**config.mk**
```make
export PLATFORM = sky130hd
export DESIGN_NAME = seq_sreg_univ_param
export DESIGN_NICKNAME = d
export VERILOG_FILES = /design/src/rtl/seq_sreg_pkg.sv /design/src/rtl/seq_sreg_bcnt.sv /design/src/rtl/seq_sreg_univ_param.sv
export SDC_FILE = /design/constraint.sdc
export NUM_CORES = 1
export LEC_CHECK = 0
export ABC_AREA = 0
export CAP_MARGIN = 5
export CORE_MARGIN = 5
export CORE_UTILIZATION = 30
export DETAILED_ROUTE_END_ITERATION = 10
export PLACE_DENSITY_LB_ADDON = 0.3
export SETUP_SLACK_MARGIN = 0.05
export SLEW_MARGIN = 20
export SYNTH_ARGS = -nofsm -noshare
export SYNTH_HDL_FRONTEND = slang
export SYNTH_HIERARCHICAL = 1
export SYNTH_SLANG_ARGS = --single-unit
export TNS_END_PERCENT = 5
```
**constraint.sdc**
```tcl
create_clock -name clk -period 2.26 [get_ports clk]
set_clock_uncertainty 0.1 [all_clocks]
set_input_delay 0.565 -clock clk [delete_from_list [all_inputs] [get_ports clk]]
set_output_delay 0.565 -clock clk [all_outputs]
set_load 0.02 [all_outputs]
```
**src/rtl/seq_sreg_pkg.sv**
```systemverilog
// Shared definitions for the universal shift register: operation codes,
// FSM states and the operation-code width.
package seq_sreg_pkg;

  localparam int OP_W = 3;

  // Manual operation codes; code 7 is a second HOLD encoding.
  typedef enum logic [OP_W-1:0] {
    OP_HOLD  = 3'd0,
    OP_SHL   = 3'd1,
    OP_SHR   = 3'd2,
    OP_LOAD  = 3'd3,
    OP_ROL   = 3'd4,
    OP_ROR   = 3'd5,
    OP_CLR   = 3'd6,
    OP_HOLD7 = 3'd7
  } op_e;

  typedef enum logic {
    S_IDLE  = 1'b0,
    S_SHIFT = 1'b1
  } state_e;

endpackage

```
**src/rtl/seq_sreg_bcnt.sv**
```systemverilog
// Loadable down-counter for the burst bit count. Saturates at zero so it
// can never wrap; exposes a zero flag and a "last step" flag (count == 1).
module seq_sreg_bcnt #(
  parameter int CNT_W = 4
) (
  input  logic             clk,
  input  logic             reset,
  input  logic             i_load,
  input  logic [CNT_W-1:0] i_load_val,
  input  logic             i_dec,
  output logic             o_zero,
  output logic             o_last
);

  logic [CNT_W-1:0] r_count;
  logic             w_zero;

  assign w_zero = (r_count == '0);
  assign o_zero = w_zero;
  assign o_last = (r_count == CNT_W'(1));

  // Load has priority over decrement; decrement stops at zero.
  always_ff @(posedge clk) begin
    // NOTE: non-blocking assignments for every register so all flops
    // update together from values sampled before the edge.
    if (reset) begin
      r_count <= '0;
    end else if (i_load) begin
      r_count <= i_load_val;
    end else if (i_dec && !w_zero) begin
      r_count <= r_count - 1'b1;
    end
  end

endmodule

```
**src/rtl/seq_sreg_univ_param.sv**
```systemverilog
// Universal NBITS-bit shift register with manual operations and an
// automatic NBITS-bit left-shift burst.
// Optional feature: define SREG_ROTATE_EN to make op 4/5 rotate (ROL/ROR);
// otherwise those codes hold the register.
import seq_sreg_pkg::*;

module seq_sreg_univ_param #(
  parameter int NBITS = 8
) (
  input  logic             clk,
  input  logic             reset,
  input  logic             en,
  input  logic [OP_W-1:0]  op,
  input  logic             sin_l,
  input  logic             sin_r,
  input  logic [NBITS-1:0] pin,
  input  logic             burst,
  output logic [NBITS-1:0] pout,
  output logic             sout_l,
  output logic             sout_r,
  output logic             busy,
  output logic             done
);

  localparam int               CNT_W    = $clog2(NBITS + 1);
  localparam logic [CNT_W-1:0] CNT_INIT = CNT_W'(NBITS);

  state_e           r_state;
  logic [NBITS-1:0] r_data;
  logic             r_busy;
  logic             r_done;
  logic [NBITS-1:0] w_manual_next;
  logic             w_cnt_load;
  logic             w_cnt_dec;
  logic             w_cnt_zero;
  logic             w_cnt_last;

  assign pout   = r_data;
  assign sout_l = r_data[NBITS-1];
  assign sout_r = r_data[0];
  assign busy   = r_busy;
  assign done   = r_done;

  assign w_cnt_load = (r_state == S_IDLE) && burst;
  assign w_cnt_dec  = (r_state == S_SHIFT);

  seq_sreg_bcnt #(
    .CNT_W (CNT_W)
  ) u_bcnt (
    .clk        (clk),
    .reset      (reset),
    .i_load     (w_cnt_load),
    .i_load_val (CNT_INIT),
    .i_dec      (w_cnt_dec),
    .o_zero     (w_cnt_zero),
    .o_last     (w_cnt_last)
  );

  // Next register value for the manual operation selected by op.
  always_comb begin
    // NOTE: default assignment first so no path leaves the signal
    // unassigned, which would infer a latch.
    w_manual_next = r_data;
    case (op_e'(op))
      OP_SHL:  w_manual_next = {r_data[NBITS-2:0], sin_l};
      OP_SHR:  w_manual_next = {sin_r, r_data[NBITS-1:1]};
      OP_LOAD: w_manual_next = pin;
      OP_CLR:  w_manual_next = '0;
`ifdef SREG_ROTATE_EN
      OP_ROL:  w_manual_next = {r_data[NBITS-2:0], r_data[NBITS-1]};
      OP_ROR:  w_manual_next = {r_data[0], r_data[NBITS-1:1]};
`endif
      default: w_manual_next = r_data;
    endcase
  end

  // Burst FSM and datapath register with registered busy/done outputs.
  always_ff @(posedge clk) begin
    if (reset) begin
      r_state <= S_IDLE;
      r_data  <= '0;
      r_busy  <= 1'b0;
      r_done  <= 1'b0;
    end else begin
      case (r_state)
        S_IDLE: begin
          r_done <= 1'b0;
          if (burst) begin
            r_data  <= pin;
            r_busy  <= 1'b1;
            r_state <= S_SHIFT;
          end else if (en) begin
            r_data <= w_manual_next;
          end
        end
        S_SHIFT: begin
          r_data <= {r_data[NBITS-2:0], sin_l};
          // The zero check only guards against an inconsistent counter;
          // the normal exit is the final decrement from one.
          if (w_cnt_last || w_cnt_zero) begin
            r_state <= S_IDLE;
            r_busy  <= 1'b0;
            r_done  <= 1'b1;
          end
        end
        default: begin
          r_state <= S_IDLE;
          r_busy  <= 1'b0;
          r_done  <= 1'b0;
        end
      endcase
    end
  end

endmodule

```
# --- After elaboration in Yosys (flattened, before gate mapping) ---
# Index checks and enable logic that the tools add are counted.
op_classes:
  addsub: 1
  eq_ne: 9
  mux: 14
  n_bitwise: 1
  n_reduce_logical: 9
ops:
  columns: ["op", "n"]
  rows:
  - ["case mux 8 bit (4 select lines)", 1]
  - ["two-way mux 8 bit", 2]
  - ["case mux 8 bit (2 select lines)", 1]
  - ["two-way mux 4 bit", 2]
  - ["== test 3 x 2 -> 1 bit (second input constant)", 2]
  - ["!= test 6 x 2 -> 1 bit (second input constant)", 1]
  - ["case mux 1 bit (2 select lines)", 3]
  - ["two-way mux 1 bit", 5]
  - ["== test 4 x 1 -> 1 bit (second input constant)", 1]
  - ["zero test 4 bit", 1]
  - ["AND reduction 2 bit", 2]
  - ["subtractor 4 x 1 -> 4 bit (second input constant)", 1]
  - ["== test 3 x 1 -> 1 bit (second input constant)", 1]
  - ["== test 3 bit (second input constant)", 1]
  - ["!= test 3 bit (second input constant)", 1]
  - ["logical AND 1 bit", 2]
  - ["!= test 2 x 1 -> 1 bit (second input constant)", 1]
  - ["!= test 2 bit (second input constant)", 1]
  - ["nonzero test 2 bit", 1]
  - ["OR reduction 2 bit", 1]
  - ["zero test 1 bit", 1]
  - ["logical OR 1 bit", 1]
  - ["inverter 1 bit", 1]
word_totals:
  ff_bits: 15
  out_inout_bits: 12
  elab_cells: 40

# --- Depth between registers and ports, before layout ---
depth:
  word_depth: 5
  mapped_depth: 7
  ltp_nobuf: 7

# --- By module ---
# The synthesis kept the hierarchy.
modules_own_cells:
  columns: ["module", "instances", "cells_each", "area_per_inst_um2", "seq_area_each_um2"]
  rows:
  - ["seq_sreg_univ_param", 1, 92, 795.8, 220.2]
  - ["seq_sreg_bcnt", 1, 31, 282.8, 80.1]

# --- Least setup slack after synthesis ---
# OpenSTA, ideal clock, no wires.
synth_path:
  path_type: "reg-to-reg"
  from: "register u_bcnt.r_count[1]"
  to: "register u_bcnt.r_count[1]"
  arrival_ns: 1.498
  setup_slack_ns: 0.601
  stages_incl_launch_ff: 6
  path_buffers: 0
  period_less_slack_ns: 1.659
  cell_sequence: "dfxtp_1 > inv_1 > ha_1 > or3b_4 > a2111oi_4 > a311o_1"
synth_via:
  elab_chain_len: 3
  elab_cells_between_ends: 4
  classes_between: "1 x add/sub; 3 x reduce/logical"
synth_lines:
  columns: ["element", "line", "text"]
  rows:
  - ["start: declaration", "seq_sreg_bcnt.sv:15", "logic [CNT_W-1:0] r_count;"]
  - ["start signal: assignment", "seq_sreg_bcnt.sv:29", "r_count <= i_load_val;"]
  - ["start signal: assignment", "seq_sreg_bcnt.sv:31", "r_count <= r_count - 1'b1;"]
  - ["parallel branches: the longest is 3 deep, another holds subtractor 4 x 1 -> 4 bit", null, null]
# Parallel ways; which one is timed is not known.
# A chain may end at the register's enable or synchronous reset.

# --- Worst setup path after layout ---
layout_path:
  from: "register r_data[5], in the netlist pout[5]"
  to: "output port pout[5]"
layout_rtl:
  columns: ["element", "line", "text"]
  rows:
  - ["start: declaration", "seq_sreg_univ_param.sv:29", "logic [NBITS-1:0] r_data;"]
  - ["start signal: assignment", "seq_sreg_univ_param.sv:89", "r_data <= pin;"]
  - ["start signal: assignment", "seq_sreg_univ_param.sv:93", "r_data <= w_manual_next;"]
  - ["start signal: assignment", "seq_sreg_univ_param.sv:97", "r_data <= {r_data[NBITS-2:0], sin_l};"]
  - ["end: declaration", "seq_sreg_univ_param.sv:18", "output logic [NBITS-1:0] pout,"]
# No word-level cell between the ends.

==> flow_summary.json <==
{
  "run_status": "finished clean",
  "critical_path.endpoint_type": "output port",
  "dieArea_sq_um": 4890,
  "rsz0062_at_grt": "no",
  "r2r_start": "u_bcnt/r_count[1]",
  "synth.cell_area_sq_um": 1080,
  "path_cells": "clkdlybuf4s50_1",
  "slew_violations": 0,
  "yosys_register_bits": 15,
  "yosys.cell_types.count": 38,
  "port_buffers": 28,
  "slowest_delay_ps": 640,
  "critPathLaunchType": "register",
  "ys_warn_count": 6,
  "grt_pass1_vias": 1051,
  "layout-drive-gt1-share": 0.107,
  "grt_max_degree": 15,
  "clk_pin_slew_ps": 90,
  "post_cts.repair.setup_buffers": 0,
  "fin_nets": 170,
  "crit_start": "pout[5]",
  "crit_buf_inv": 1,
  "final.setup.tns_ps": 0,
  "maxCapViolations": 0,
  "yosys.area.top_type_share": 0.278,
  "die_x_microns": 70.0,
  "crit_arrival_ps": 1330,
  "area_growth_pct": 30.6,
  "min-delay-start": "busy",
  "cts_buffer_depth": 2,
  "fmax_mhz": 501,
  "dieHeight_microns": 70.0,
  "total_leakage_power_nw": 0.470,
  "cts_resized": 0,
  "clock_tree.htree_level_count": 1,
  "clock_sinks": 15,
  "dp_hpwl_microns": 2160,
  "numCtsBuffers": 3,
  "gp_congestion": 0.819,
  "yosys-top-cells-area": "dfxtp_1, a311oi_1, o2111ai_1, a211oi_1, o211ai_1",
  "grt_pass1_wl_microns": 4640,
  "setup_viol_count_final": 0,
  "cts_tree": "done",
  "seqCellArea_sq_um": 300,
  "finalCritPeriodShare": 0.883,
  "worst-path-max-fanout": 4,
  "clk_latency_ps": 280,
  "grt_overflow": 0,
  "min_period_ps": 1990,
  "cts_hold_buf": 0,
  "crit_family": "buffers and inverters",
  "finalHoldViolCount": 0,
  "cp_slowest_cell": "clkdlybuf4s50_1",
  "hold_slack_ps": 390,
  "initial_core_util": 0.316,
  "track_usage": 0.115,
  "num-fill-cells": 356,
  "avgSynthCellArea_sq_um": 8.77,
  "critPathRequiredTime_ps": 1590,
  "num_rows": 21,
  "hold_class": "reg -> reg",
  "io_pins": 29,
  "cts-root-buf": "clkbuf_4",
  "wl_microns": 2830,
  "drt_pre_antenna_iters": 4,
  "vdd_drop_max_uv": 215,
  "dr.first_iter.drc_count": 39,
  "n_antenna_cell": 0,
  "avgRoutedWirePerCell_microns": 14.4,
  "crit_type": "reg -> out",
  "antenna_found_initial": 0,
  "num_vias": 1049,
  "ant_nets": 0,
  "multiInputGateArea_sq_um": 676,
  "routed_via_density": 5.35,
  "coreArea_sq_um": 3420,
  "drc": 0,
  "syn_inst": 123,
  "p_per_area_nw_per_um2": 548,
  "synth_top_area_cell": "dfxtp_1",
  "yosysSeqAreaShare": 0.278
}
-- power breakdown --
group | leakage, nW | switching [W] | internal, W
clock | 0.0177 | 0.0000888 | 0.0000657
combinational | 0.328 | 0.000147 | 0.000141
sequential | 0.124 | 0.0000364 | 0.000293
-- cell usage after synthesis (all sizes together) --
cell	instances
a311o	1
a2111oi	1
o21ai	1
nor2b	1
nand4b	1
o21a	1
clkbuf	4
or3	8
or2	1
nor3b	1
nor3	3
or3b	1
clkinv	1
nand3	1
inv	5
o211ai	8
nand2b	2
buf	9
dfxtp	15
a211oi	9
and2	1
o2111ai	8
conb	2
ha	2
a21o	2
a21oi	2
nor4b	1
mux2i	1
nand2	6
nor2	6
o21bai	8
a311oi	10
-- logic make-up after synthesis --
kind of cell / synth area share
compound gates: 0.403
simple gates: 0.178
buf+inv: 0.102
flops: 0.278
fa+ha+maj: 0.0232
other cells: 0.00696
mux: 0.00928
-- per-layer routing --
| layer | share of wire | GRT usage |
|---|---|---|
| met1 | 0.46 | 0.134 |
| met2 | 0.48 | 0.197 |
| met3 | 0.047 | 0.0373 |
| met4 | 0.016 | 0.0383 |
| met5 | 0 | 0 |
-- cells in the final DEF, fill, tap and decap left out, types with 3 or more instances in the layout --
cell type / n
a211oi_1: 9
a311oi_1: 9
buf_4: 6
clkbuf_4: 3
clkdlybuf4s50_1: 28
conb_1: 4
dfxtp_1: 15
inv_1: 5
nand2_1: 5
nor2_1: 6
nor3_1: 3
o2111ai_1: 8
o211ai_1: 8
o21bai_1: 8
or3_1: 8
-- registers in the layout, indices dropped and copies added, names as in the netlist --
| register | count |
|---|---|
| done | 1 |
| pout | 8 |
| u_bcnt/r_count | 4 |
| busy | 1 |
| r_state | 1 |
-- per-stage QoR --
step | instance area (sq um) | utilization | instances | power, W | setup slack, ps
final | 1410 | 0.412 | 196 | 0.000772 | 265
after global routing | 1410 | 0.412 | 196 | 0.000823 | 201
after CTS | 1410 | 0.412 | 196 | 0.000778 | 255
after detailed placement | 1380 | 0.404 | 192 | 0.000624 | 135
after global placement | 1380 | 0.404 | 192 | 0.000621 | 149
after floorplan | 1090 | - | 125 | 0.000516 | 601
-- cell type report --
class | instances | share of cell area
tap | 46 | 0.0409
clock inverter | 1 | 0.00355
sequential | 15 | 0.213
inverter | 6 | 0.0160
clock buffer | 3 | 0.0160
timing repair buffer | 34 | 0.231
multi-input combinational | 91 | 0.480
-- final timing paths --
kind	endpoint	slack, ps	cells past startpoint
max reg2reg	u_bcnt/r_count[1]	450	5
max	pout[5]	270	1
min reg2reg	busy	390	2
min	busy	390	2
Note: power is estimated with default switching activity, not from simulation.
